<file path="src/rtl/riscv_pkg.sv">
// Shared RV32 definitions for the fetch front end: data width, the canonical
// NOP and the {pc, inst} record carried through the fetch buffer.
package riscv_pkg;

   localparam int XLEN = 32;

   // addi x0, x0, 0
   localparam logic [XLEN-1:0] NOP_INST         = 32'h0000_0013;
   localparam logic [XLEN-1:0] DEFAULT_RESET_PC = 32'h0000_0000;

   typedef struct packed {
      logic [XLEN-1:0] pc;
      logic [XLEN-1:0] inst;
   } fetch_entry_t;

endpackage

</file>
<file path="src/rtl/fetch_fifo.sv">
// In-order fetch buffer: DEPTH x {pc, inst} with a single-cycle flush.
// The head entry is read straight out of the storage registers, so whatever
// was pushed on the last edge is visible on head_o in the following cycle.
module fetch_fifo
   import riscv_pkg::*;
#(
   parameter int DEPTH = 2
) (
   input  logic         clk,
   input  logic         rst_n,
   input  logic         push_i,
   input  logic         pop_i,
   input  logic         flush_i,
   input  fetch_entry_t entry_i,
   output logic         full_o,
   output logic         empty_o,
   output fetch_entry_t head_o
);

   localparam int PTR_W = (DEPTH > 1) ? $clog2(DEPTH) : 1;
   localparam int CNT_W = PTR_W + 1;

   logic [PTR_W-1:0] wr_ptr_q, wr_ptr_d;
   logic [PTR_W-1:0] rd_ptr_q, rd_ptr_d;
   logic [CNT_W-1:0] count_q, count_d;
   fetch_entry_t     mem_q [DEPTH];

   logic push_eff;
   logic pop_eff;

   // Flush wins over everything; a pop on an empty buffer is ignored.
   assign push_eff = push_i && !flush_i;
   assign pop_eff  = pop_i && !flush_i && !empty_o;

   assign empty_o = (count_q == '0);
   assign full_o  = (count_q == CNT_W'(DEPTH));
   assign head_o  = mem_q[rd_ptr_q];

   // Next-state for pointers and occupancy; pointers wrap naturally at DEPTH.
   always_comb begin
      wr_ptr_d = wr_ptr_q;
      rd_ptr_d = rd_ptr_q;
      count_d  = count_q;
      if (flush_i) begin
         wr_ptr_d = '0;
         rd_ptr_d = '0;
         count_d  = '0;
      end else begin
         if (push_eff) wr_ptr_d = wr_ptr_q + PTR_W'(1);
         if (pop_eff)  rd_ptr_d = rd_ptr_q + PTR_W'(1);
         case ({push_eff, pop_eff})
            2'b10:   count_d = count_q + CNT_W'(1);
            2'b01:   count_d = count_q - CNT_W'(1);
            default: count_d = count_q;
         endcase
      end
   end

   // Control state; reset empties the buffer without touching the storage.
   always_ff @(posedge clk or negedge rst_n) begin
      if (!rst_n) begin
         wr_ptr_q <= '0;
         rd_ptr_q <= '0;
         count_q  <= '0;
      end else begin
         wr_ptr_q <= wr_ptr_d;
         rd_ptr_q <= rd_ptr_d;
         count_q  <= count_d;
      end
   end

   // Entry storage; contents are only meaningful below count_q.
   always_ff @(posedge clk) begin
      if (push_eff) mem_q[wr_ptr_q] <= entry_i;
   end

endmodule

</file>
<file path="src/rtl/fetch_ctrl.sv">
// Instruction-fetch sequencer: owns the PC, reads the combinational imem,
// queues {pc, inst} pairs for decode and applies EX redirects, which flush
// every wrong-path entry and restart fetch at the word-aligned target.
module fetch_ctrl
   import riscv_pkg::*;
#(
   parameter logic [XLEN-1:0] RESET_PC   = DEFAULT_RESET_PC,
   parameter int              FIFO_DEPTH = 2
) (
   input  logic            clk,
   input  logic            rst_n,
   output logic [XLEN-1:0] imem_addr,
   input  logic [XLEN-1:0] imem_inst,
   input  logic            halt,
   input  logic            redirect_valid,
   input  logic [XLEN-1:0] redirect_pc,
   output logic            out_valid,
   input  logic            out_ready,
   output logic [XLEN-1:0] out_inst,
   output logic [XLEN-1:0] out_pc
);

   localparam logic [XLEN-1:0] WORD_MASK = 32'hFFFF_FFFC;

   logic [XLEN-1:0] pc_q, pc_d;
   logic            fetch_en;
   logic            pop;
   logic            fifo_full;
   logic            fifo_empty;
   fetch_entry_t    push_entry;
   fetch_entry_t    head;

   // A full buffer can still take a fetch when decode frees the head slot.
   assign pop        = out_valid && out_ready;
   assign fetch_en   = !halt && !redirect_valid && (!fifo_full || pop);
   assign imem_addr  = pc_q;
   assign push_entry = '{pc: pc_q, inst: imem_inst};

   // Redirect overrides halt and fetch; +4 wraps silently at 2^32.
   always_comb begin
      pc_d = pc_q;
      if (redirect_valid) begin
         pc_d = redirect_pc & WORD_MASK;
      end else if (fetch_en) begin
         pc_d = pc_q + 32'd4;
      end
   end

   // PC register; low two bits are forced clear so the PC stays aligned.
   always_ff @(posedge clk or negedge rst_n) begin
      if (!rst_n) begin
         pc_q <= RESET_PC & WORD_MASK;
      end else begin
         pc_q <= pc_d;
      end
   end

   fetch_fifo #(
      .DEPTH (FIFO_DEPTH)
   ) u_fifo (
      .clk     (clk),
      .rst_n   (rst_n),
      .push_i  (fetch_en),
      .pop_i   (pop),
      .flush_i (redirect_valid),
      .entry_i (push_entry),
      .full_o  (fifo_full),
      .empty_o (fifo_empty),
      .head_o  (head)
   );

   // Empty buffer presents a NOP at PC 0 so decode never sees stale data.
   assign out_valid = !fifo_empty;
   assign out_inst  = fifo_empty ? NOP_INST : head.inst;
   assign out_pc    = fifo_empty ? '0       : head.pc;

endmodule

</file>
<file path="config.mk">
export PLATFORM = sky130hd
export DESIGN_NAME = fetch_ctrl
export DESIGN_NICKNAME = d
export VERILOG_FILES = /design/src/rtl/riscv_pkg.sv /design/src/rtl/fetch_fifo.sv /design/src/rtl/fetch_ctrl.sv
export SDC_FILE = /design/constraint.sdc
export NUM_CORES = 1
export LEC_CHECK = 0
export BUFFER_PORTS_ARGS = -buffer_cell sky130_fd_sc_hd__buf_2
export CAP_MARGIN = 20
export CORE_ASPECT_RATIO = 0.6
export CORE_MARGIN = 2
export CORE_UTILIZATION = 37
export CTS_CLUSTER_SIZE = 8
export DETAILED_ROUTE_END_ITERATION = 8
export GPL_TIMING_DRIVEN = 0
export PLACE_DENSITY = 0.63
export SYNTH_ARGS = -nofsm -noshare
export SYNTH_HDL_FRONTEND = slang
export SYNTH_SLANG_ARGS = --single-unit
</file>
<file path="constraint.sdc">
create_clock -name clk -period 8.7 [get_ports clk]
set_input_delay 0.435 -clock clk [delete_from_list [all_inputs] [get_ports clk]]
set_output_delay 0.435 -clock clk [all_outputs]
set_load 0.03 [all_outputs]
</file>
==> results of run 1 <==
[report_power, final]
| group | switching [W] | internal (W) | total (W) | leakage (nW) |
|---|---|---|---|---|
| combinational | 0.000171 | 0.0000847 | 0.000256 | 1.52 |
| clock | 0.000308 | 0.000426 | 0.000735 | 0.276 |
| sequential | 0.0000327 | 0.000862 | 0.000895 | 1.56 |
| total | 0.000512 | 0.00137 | 0.00189 | 3.36 |
[worst max-delay path: cells and delay by family (launching register included)]
kind | cells | cell delay, ns
AND/OR/NAND/NOR | 2 | 0.55
buffers and inverters | 3 | 1.00
flip-flops | 1 | 0.44
[registers in the layout, summed over array words and instances (netlist names)]
signal / flops
imem_addr: 30
u_fifo.count_q: 2
u_fifo.mem_q: 124
u_fifo.rd_ptr_q: 1
u_fifo.wr_ptr_q: 1
[logic make-up after synthesis]
| kind of cell | Yosys count | share of synthesized area, % |
|---|---|---|
| flip-flops | 158 | 68.68 |
| AND/OR/NAND/NOR | 158 | 12.00 |
| multiplexers | 63 | 9.468 |
| AO/OA/AOI/OAI | 37 | 2.818 |
| buffers and inverters | 34 | 2.705 |
| XOR/XNOR | 31 | 4.077 |
| adder cells (fa/ha/maj) | 1 | 0.1878 |
| other | 1 | 0.05631 |
[layout make-up]
cell class	count	area (um2)	area share, %
plain buffers	28	157.7	1.855
clock buffers	17	425.4	5.006
clock inverters	15	160.2	1.885
inverters	6	22.52	0.2650
multi-input cells	294	1929	22.70
flip-flops and latches	158	4574	53.83
well taps	234	292.8	3.445
repair buffers	177	935.9	11.01
[metrics by stage]
step           setup TNS [ns]  hold WS (ns)
2_1_floorplan               0        0.1394
3_3_place_gp          -323.69        0.4924
3_5_place_dp                0        0.5011
4_1_cts                     0        0.1178
5_1_grt                     0        0.1563
6_report                    0        0.1006
[metal layers]
layer	up-vias	track usage, %
met5	-	0
met4	0	4.427
met3	11	4.732
met2	154	24.90
met1	2162	23.43
li1	2133	-
[placed cells by master (no fill, tap or decap), types with 6 or more instances in the layout]
| cell | instances |
|---|---|
| nand2_1 | 39 |
| xnor2_1 | 15 |
| o21ai_1 | 28 |
| mux2i_1 | 63 |
| buf_4 | 25 |
| nand3_1 | 14 |
| xor2_1 | 16 |
| inv_1 | 6 |
| buf_2 | 164 |
| edfxtp_1 | 124 |
| nor2_1 | 67 |
| nand4_1 | 8 |
| dfrtp_1 | 34 |
| clkbuf_16 | 17 |
| clkbuf_1 | 11 |
[worst min-delay path by stage]
stage	slack, ns	endpoint	cells past startpoint	start
after floorplan	0.14	imem_addr[10]	0	rst_n
after global placement	0.49	u_fifo.mem_q[0][41]	0	imem_addr[9]
after detailed placement	0.50	u_fifo.mem_q[0][41]	0	imem_addr[9]
after CTS	0.12	imem_addr[10]	1	rst_n
after global routing	0.16	imem_addr[14]	1	rst_n
final	0.10	imem_addr[12]	1	rst_n
==> run metrics, run 1 <==
final instance area 8498 um2; sequential share of the synthesized area 68.68%; first-pass GRT wire length 23560 um; min Tclk post-route 2.848 ns; Routed met2 length around 6900 um; most instantiated library cell after synthesis edfxtp_1; worst setup path start u_fifo.count_q[0]; Crit. End Element output pin; met3 wire len 1175 um; reg2reg path depth 7; placed insts 897; drt first-iter violations 283; Placed Area 7913 um2; clock net sink count 158; unique cell type count in the Yosys netlist 42; Critical Path Fanout Max 10; antenna-violating nets left 0; post-route total power 0.001885 W; count of final setup violators 0; CTS tree done; Slew @ Worst Pin 0.8102 ns; initial core utilization around two fifths; Cells after Synth 483; Synth area leaders edfxtp_1 (56%), dfrtp_1 (13%), mux2i_1 (9.5%); synth cell count leaders edfxtp_1 (124), nor2_1 (67), mux2i_1 (63); Setup Fix Bufs, Post-CTS 0; synthesized area between 6000 and 7000 um2; vias post-DR about 4500; r2r startpoint u_fifo.count_q[0]; CP Cell Sequence nor2_1, clkbuf_1, buf_1, nor2_1, buf_2; Setup CP Type reg -> out; Antenna Cells 0; status completed; Final Max Tran Viols 0; asr flop ratio synth roughly 22%; CP endpoint out_pc[21]; Die Ht 107.9 um; Critical Path AT between 2 and 2.5 ns; final wirelength between 15000 and 20000 um; CTS max path bufs 2; Yosys reg bits around 160; FF-to-FF setup slack approximately 6.4 ns; worst slack at placement 6.250 ns; final global-route overflow total 0; Routed met1 length around 7500 um; Yosys warnings 0; Post-synth EDFFs about 120; clock slew at reported path FFs 0.07 ns; largest net degree at the start of global routing 35; Final WS setup 5.852 ns; drt via density 4.801; Root Driver clkbuf_16; Inserted Clock Buffers 17; pwr/cell area 221.8 nW/um2; class of the worst hold path in -> async; Hold Vio Cnt, Final 0; GP Congestion 0.7825; Yosys top cell area share 55.91%; required time worst endpoint approximately 8.3 ns; synth-to-layout area growth 27.60%; total core area 17360 um2; top_reg_cell synth edfxtp_1; gr usage total 16.52%; Slew headroom 45.99%; PortBufs between 150 and 200; most frequent CP cell nor2_1; initial antenna violation count 0; max-cap violations 0; Pleak 3.362 nW; drt pass-1 iters 6; die area 19120 um2; R2R Path End u_fifo.mem_q[1][59]; Non-Filler Instances 929; final worst path period share 32.74%; crit-path max cell delay 0.45 ns; Synth area leader edfxtp_1; Worst path slowest cell nor2_1; DR WL/cell 16.90 um; fill cell count 1563; layout cells sized above 1 33.38%; Post-DP HPWL roughly 12000 um; Remaining DRCs 0; fmax 351.1 MHz; Hold Buf Count CTS 0; H-Tree Level Count 4; vias in the first global route around 4400; RSZ-0062 raised after global routing false; post-CTS sizing 0; final core utilization 48.95%; Die W 177.2 um; Clk Latency, worst-skew pair around 0.41 ns; crit start category flop; maximum VDD drop approximately 0.00011 V; worst-case clock skew 0.01084 ns; nets ~750; syn_area_per_cell 13.79 um2; Row Count 37; highest routed layer met4; I/O pin total approximately 170
Power figures use the tool's default switching activity.
==> inputs of run 2 (changes only) <==
==> constraint.sdc (replaced) <==
create_clock -name clk -period 2.9 [get_ports clk]
set_input_delay 0.145 -clock clk [delete_from_list [all_inputs] [get_ports clk]]
set_output_delay 0.145 -clock clk [all_outputs]
set_load 0.03 [all_outputs]
==> run 2 against run 1 <==
Net effect: power grew to 3.0 times the previous value; hold slack got worse by 0.0074 ns; cell count rose by 5.9%; flip-flop and latch count did not move; sequential share of layout area shrank 3.7 points; register-to-register slack lost 5.8 ns; highest routed layer unchanged.
==> run metrics, run 2 (synthesized netlist as in run 1, its figures left out) <==
min Tclk post-route 2.566 ns; Pleak 3.583 nW (+6.6%); I/O pin total 166 (unchanged); largest net degree at the start of global routing 35 (unchanged); H-Tree Level Count 4 (unchanged); drt first-iter violations 279 (-1.4%); DR WL/cell 16.34 um (-3.3%); post-CTS sizing 0 (unchanged); Slew @ Worst Pin 0.9594 ns (+0.1492 ns); required time worst endpoint 2.76 ns (-5.51 ns); max reg flops 124 (unchanged); PortBufs 157 (unchanged); total core area 17360 um2 (unchanged); class of the worst hold path in -> reg; clock slew at reported path FFs 0.06 ns (about the same); antenna-violating nets left 0 (unchanged); Post-DP HPWL 11250 um (-4.0%); max-cap violations 0 (unchanged); nets 807 (+7.3%); Setup Fix Bufs, Post-CTS 0 (unchanged); status completed; final core utilization 52.55% (+3.6 points); Root Driver clkbuf_16; Critical Path AT 2.42 ns (about the same); CTS max path bufs 2 (unchanged); synth-to-layout area growth 36.99%; Largest Register u_fifo.mem_q; Remaining DRCs 0 (unchanged); Hold Vio Cnt, Final 0 (unchanged); Die Ht 107.9 um (unchanged); vias post-DR 4675 (+4.8%); Final Max Tran Viols 0 (unchanged); Setup CP Type reg -> out; clock net sink count 158 (unchanged); total negative slack 0 ns (unchanged); gr usage total 17.10% (+0.58 points); initial core utilization 38.36% (unchanged); first-pass GRT wire length 24540 um (+4.2%); initial antenna violation count 0 (unchanged); Crit. End Element output pin; pwr/cell area 617.7 nW/um2 (+180%); commonest non-fill, non-tap cell in the layout buf_2; crit start category flop; fmax roughly 390 MHz; die area 19120 um2 (unchanged); Clk Latency, worst-skew pair 0.41 ns (about the same); final worst path period share between 80 and 90%; CTS tree done; Row Count 37 (unchanged); final global-route overflow total 0 (unchanged); Critical Path Fanout Max 10 (unchanged); most frequent cells in the layout buf_2 (164), edfxtp_1 (124), nor2_1 (67), dlygate4sd3_1 (67), mux2i_1 (63); worst-case clock skew 0.009110 ns (-0.001732 ns); Slew headroom 35.56% (-10 points); Inserted Clock Buffers 17 (unchanged); vias in the first global route 4571 (+3.3%); Antenna Cells 0 (unchanged); maximum VDD drop 0.0003585 V (+230%); Hold Buf Count CTS 67 (+67); final wirelength 16080 um (+2.4%); RSZ-0062 raised after global routing false; Die W 177.2 um (unchanged); drt pass-1 iters 5 (-1); Hold WS 0.09324 ns (-0.007399 ns); GP Congestion 0.7713 (-1.4%); drt via density 4.751 (-1.0%); count of final setup violators 0 (unchanged); layout cells sized above 1 29.33% (-4.0 points)
-- run 2: cell types whose count changed in the layout (fill, tap and decap cells not counted), moves of 2 or more --
cell | previous run | this run
buf_4 | 25 | 5
buf_8 | 0 | 4
dlygate4sd3_1 | 0 | 67
inv_6 | 5 | 3
buf_6 | 2 | 6
-- run 2: path summary, 6_finish.rpt --
check	start	to	slack, ns	cells after the start
worst max-delay path	u_fifo.count_q[0]	out_pc[25]	0.33	5
worst min-delay path	redirect_valid	u_fifo.count_q[1]	0.09	4
worst max register to register	imem_addr[2]	imem_addr[30]	0.60	7
worst min register to register	imem_addr[30]	u_fifo.mem_q[0][62]	0.52	0
max in group asynchronous	rst_n	imem_addr[26]	1.97	2
min in group asynchronous	rst_n	imem_addr[12]	0.38	2
-- run 2: per-layer routing --
metal  GRT usage, %  up-vias  share of wire (%)  wire, um
met5              0        -                  0         0
met4          3.719        0               0.50        80
met3          4.237       12                7.3      1177
met2          25.71      177                 44      7043
met1          25.09     2246                 48      7775
li1               -     2240                  -         -
-- run 2: layout make-up --
type	instances	area, um2
multi-input combinational	294	1953
sequential	158	4574
tap	234	292.8
buffer	28	157.7
inverter	6	22.52
fill	1483	8237
clock inverter	15	136.4
clock buffer	17	425.4
timing repair buffer	232	1562
-- run 2: per-stage QoR --
stage	area [um2]	std cells	worst slack [ns]	total power (W)
after floorplan	6708	486	-0.1721	0.003216
after global placement	7786	877	-1.393	0.003480
after detailed placement	7891	885	0.6159	0.003510
after CTS	9124	984	0.2245	0.005692
after global routing	9124	984	0.1354	0.005854
final	9124	984	0.3341	0.005636
-- run 2: where the power goes --
group	total [W]	switching [W]	leakage, nW	internal, W
Sequential	0.00268	0.0000984	1.56	0.00259
Clock	0.00210	0.000914	0.263	0.00119
Combinational	0.000846	0.000532	1.76	0.000314
Total	0.00564	0.00154	3.58	0.00409
-- run 2: critical path, cell delays in order, from the launching register on --
cell and delay, ns:
dfrtp_1 0.44, nor2_1 0.45, clkbuf_1 0.47, buf_1 0.37, nor2_1 0.10, buf_2 0.19
==> inputs of run 3 (changes only) <==
--- a/config.mk
+++ b/config.mk
@@ -8,7 +8,6 @@
 export BUFFER_PORTS_ARGS = -buffer_cell sky130_fd_sc_hd__buf_2
 export CAP_MARGIN = 20
 export CORE_ASPECT_RATIO = 0.6
-export CORE_MARGIN = 2
 export CORE_UTILIZATION = 37
 export CTS_CLUSTER_SIZE = 8
 export DETAILED_ROUTE_END_ITERATION = 8
==> run 3 against run 2 <==
Net effect: hold slack worse by 0.075 ns; non-clock buffer count stayed put; sequential share of layout area is 0.18 points lower; final area is 0.36% higher; die area decreased by 3.0%; flip-flop and latch count is the same; register-to-register slack lost 0.15 ns; global-route usage up 0.32 points; wire length decreased by 0.52%; power increased by 2.8%; clock-buffer cell count increased by 2; largest cell class unchanged; highest routed layer unchanged.
==> run metrics, run 3 (synthesized netlist as in run 1, its figures left out) <==
status completed; worst slack at placement 0.3879 ns (-0.2280 ns); Setup Fix Bufs, Post-CTS 0 (unchanged); pwr/cell area 632.9 nW/um2 (+2.5%); max reg flops 124 (unchanged); Final WS setup 0.2979 ns (-0.03619 ns); Setup CP Type reg -> out; clock net sink count 158 (unchanged); synth-to-layout area growth 37.48%; maximum VDD drop 0.0003463 V (-3.4%); Critical Path AT 2.46 ns (+0.04 ns); H-Tree Level Count 4 (unchanged); drt first-iter violations 248 (-11%); antenna-violating nets left 0 (unchanged); vias post-DR 4683 (+0.17%); Hold Buf Count CTS 66 (-1.5%); Crit. End Element output pin; CTS max path bufs 2 (unchanged); min Tclk post-route 2.602 ns (+0.03619 ns); RSZ-0062 raised after global routing false; initial antenna violation count 0 (unchanged); required time worst endpoint 2.76 ns (about the same); CP top delay family buffers and inverters; Die Ht 105.9 um (-1.9%); DR WL/cell 16.27 um (-0.42%); Worst path slowest cell nor2_1; clock slew at reported path FFs 0.06 ns (about the same); final worst path period share 89.73% (+1.2 points); nets 807 (unchanged); CTS tree done; Hold Vio Cnt, Final 0 (unchanged); gr usage total 17.42% (+0.32 points); GP Congestion 0.8031 (+4.1%); most frequent cells in the layout buf_2 (164), edfxtp_1 (124), nor2_1 (67); Remaining DRCs 0 (unchanged); Antenna Cells 0 (unchanged); Pleak 3.598 nW (+0.42%); fmax 384.3 MHz (-1.4%); crit start category flop; commonest non-fill, non-tap cell in the layout buf_2; CP Cell Sequence nor2_1, clkbuf_1, buf_1, nor2_1, buf_2; initial core utilization 38.36% (unchanged); Inserted Clock Buffers 17 (unchanged); largest net degree at the start of global routing 35 (unchanged); Critical Path Fanout Max 10 (unchanged); class of the worst hold path in -> reg; final wirelength 15990 um (-0.52%); die area 18560 um2 (-3.0%); layout cells sized above 1 29.37% (+0.039 points); PortBufs 157 (unchanged); Post-DP HPWL 11330 um (+0.70%); most frequent CP cell nor2_1; Largest Register u_fifo.mem_q; first-pass GRT wire length 24410 um (-0.56%); post-CTS sizing 0 (unchanged); drt pass-1 iters 4 (-1); drt via density 4.764 (+0.27%); Final Max Tran Viols 0 (unchanged); final global-route overflow total 0 (unchanged); Clk Latency, worst-skew pair 0.41 ns (about the same); worst-case clock skew 0.009760 ns (+0.0006498 ns); Slew headroom 34.37% (-1.2 points); total negative slack 0 ns (unchanged); Die W 175.2 um (-1.1%); count of final setup violators 0 (unchanged); Hold WS 0.01783 ns (-0.07541 ns); vias in the first global route 4623 (+1.1%); Row Count 37 (unchanged); max-cap violations 0 (unchanged); Slew @ Worst Pin 0.9803 ns (+0.02087 ns); Buf/Inv on CP 3 (unchanged); I/O pin total 166 (unchanged); Root Driver clkbuf_16; crit-path max cell delay 0.47 ns (about the same); total core area 17360 um2 (unchanged)
[run 3: changes by cell type in the layout (fill, tap and decap cells not counted)]
| cell | previous run | this run |
|---|---|---|
| dlygate4sd3_1 | 67 | 66 |
| inv_6 | 3 | 4 |
| inv_8 | 1 | 0 |
| buf_6 | 6 | 7 |
| bufinv_16 | 1 | 3 |
| clkinv_4 | 3 | 0 |
| clkinv_1 | 2 | 0 |
| clkbuf_1 | 11 | 13 |
[run 3: final timing paths]
| kind | startpoint | cells after the start | endpoint | slack (ns) |
|---|---|---|---|---|
| worst max-delay path | u_fifo.count_q[0] | 5 | out_pc[26] | 0.30 |
| worst min-delay path | redirect_valid | 2 | imem_addr[4] | 0.02 |
| min in group asynchronous | rst_n | 2 | imem_addr[12] | 0.35 |
| max in group asynchronous | rst_n | 2 | imem_addr[28] | 2.01 |
| worst min register to register | imem_addr[30] | 0 | u_fifo.mem_q[1][62] | 0.52 |
| worst max register to register | u_fifo.count_q[1] | 5 | u_fifo.mem_q[1][61] | 0.45 |
[run 3: area by class of cell]
type	count	area, um2
timing repair buffer	232	1563
fill	1533	8204
clock inverter	12	160.2
sequential	158	4574
buffer	28	157.7
multi-input combinational	294	1953
clock buffer	19	432.9
inverter	6	22.52
tap	234	292.8
[run 3: metal layers]
layer | track usage, % | part of all wire (%)
met5 | 0 | 0
met4 | 4.224 | 0.31
met3 | 4.363 | 7.6
met2 | 25.71 | 43
met1 | 25.65 | 49
[run 3: per-stage QoR]
| step | util (%) | std cells | total power [W] | cell area, um2 |
|---|---|---|---|---|
| floorplan | - | 486 | 0.003216 | 6708 |
| global placement | 44.85 | 877 | 0.003478 | 7786 |
| detailed placement | 45.52 | 886 | 0.003513 | 7903 |
| CTS | 52.74 | 983 | 0.005842 | 9156 |
| global route | 52.74 | 983 | 0.005983 | 9156 |
| finish | 52.74 | 983 | 0.005795 | 9156 |
[run 3: where the power goes]
group          internal [W]  leakage (nW)  switching, W  total [W]
Clock               0.00136         0.277      0.000901    0.00226
Combinational      0.000314          1.76      0.000533   0.000846
Sequential          0.00259          1.56      0.000102    0.00269
Total               0.00426          3.60       0.00154    0.00580
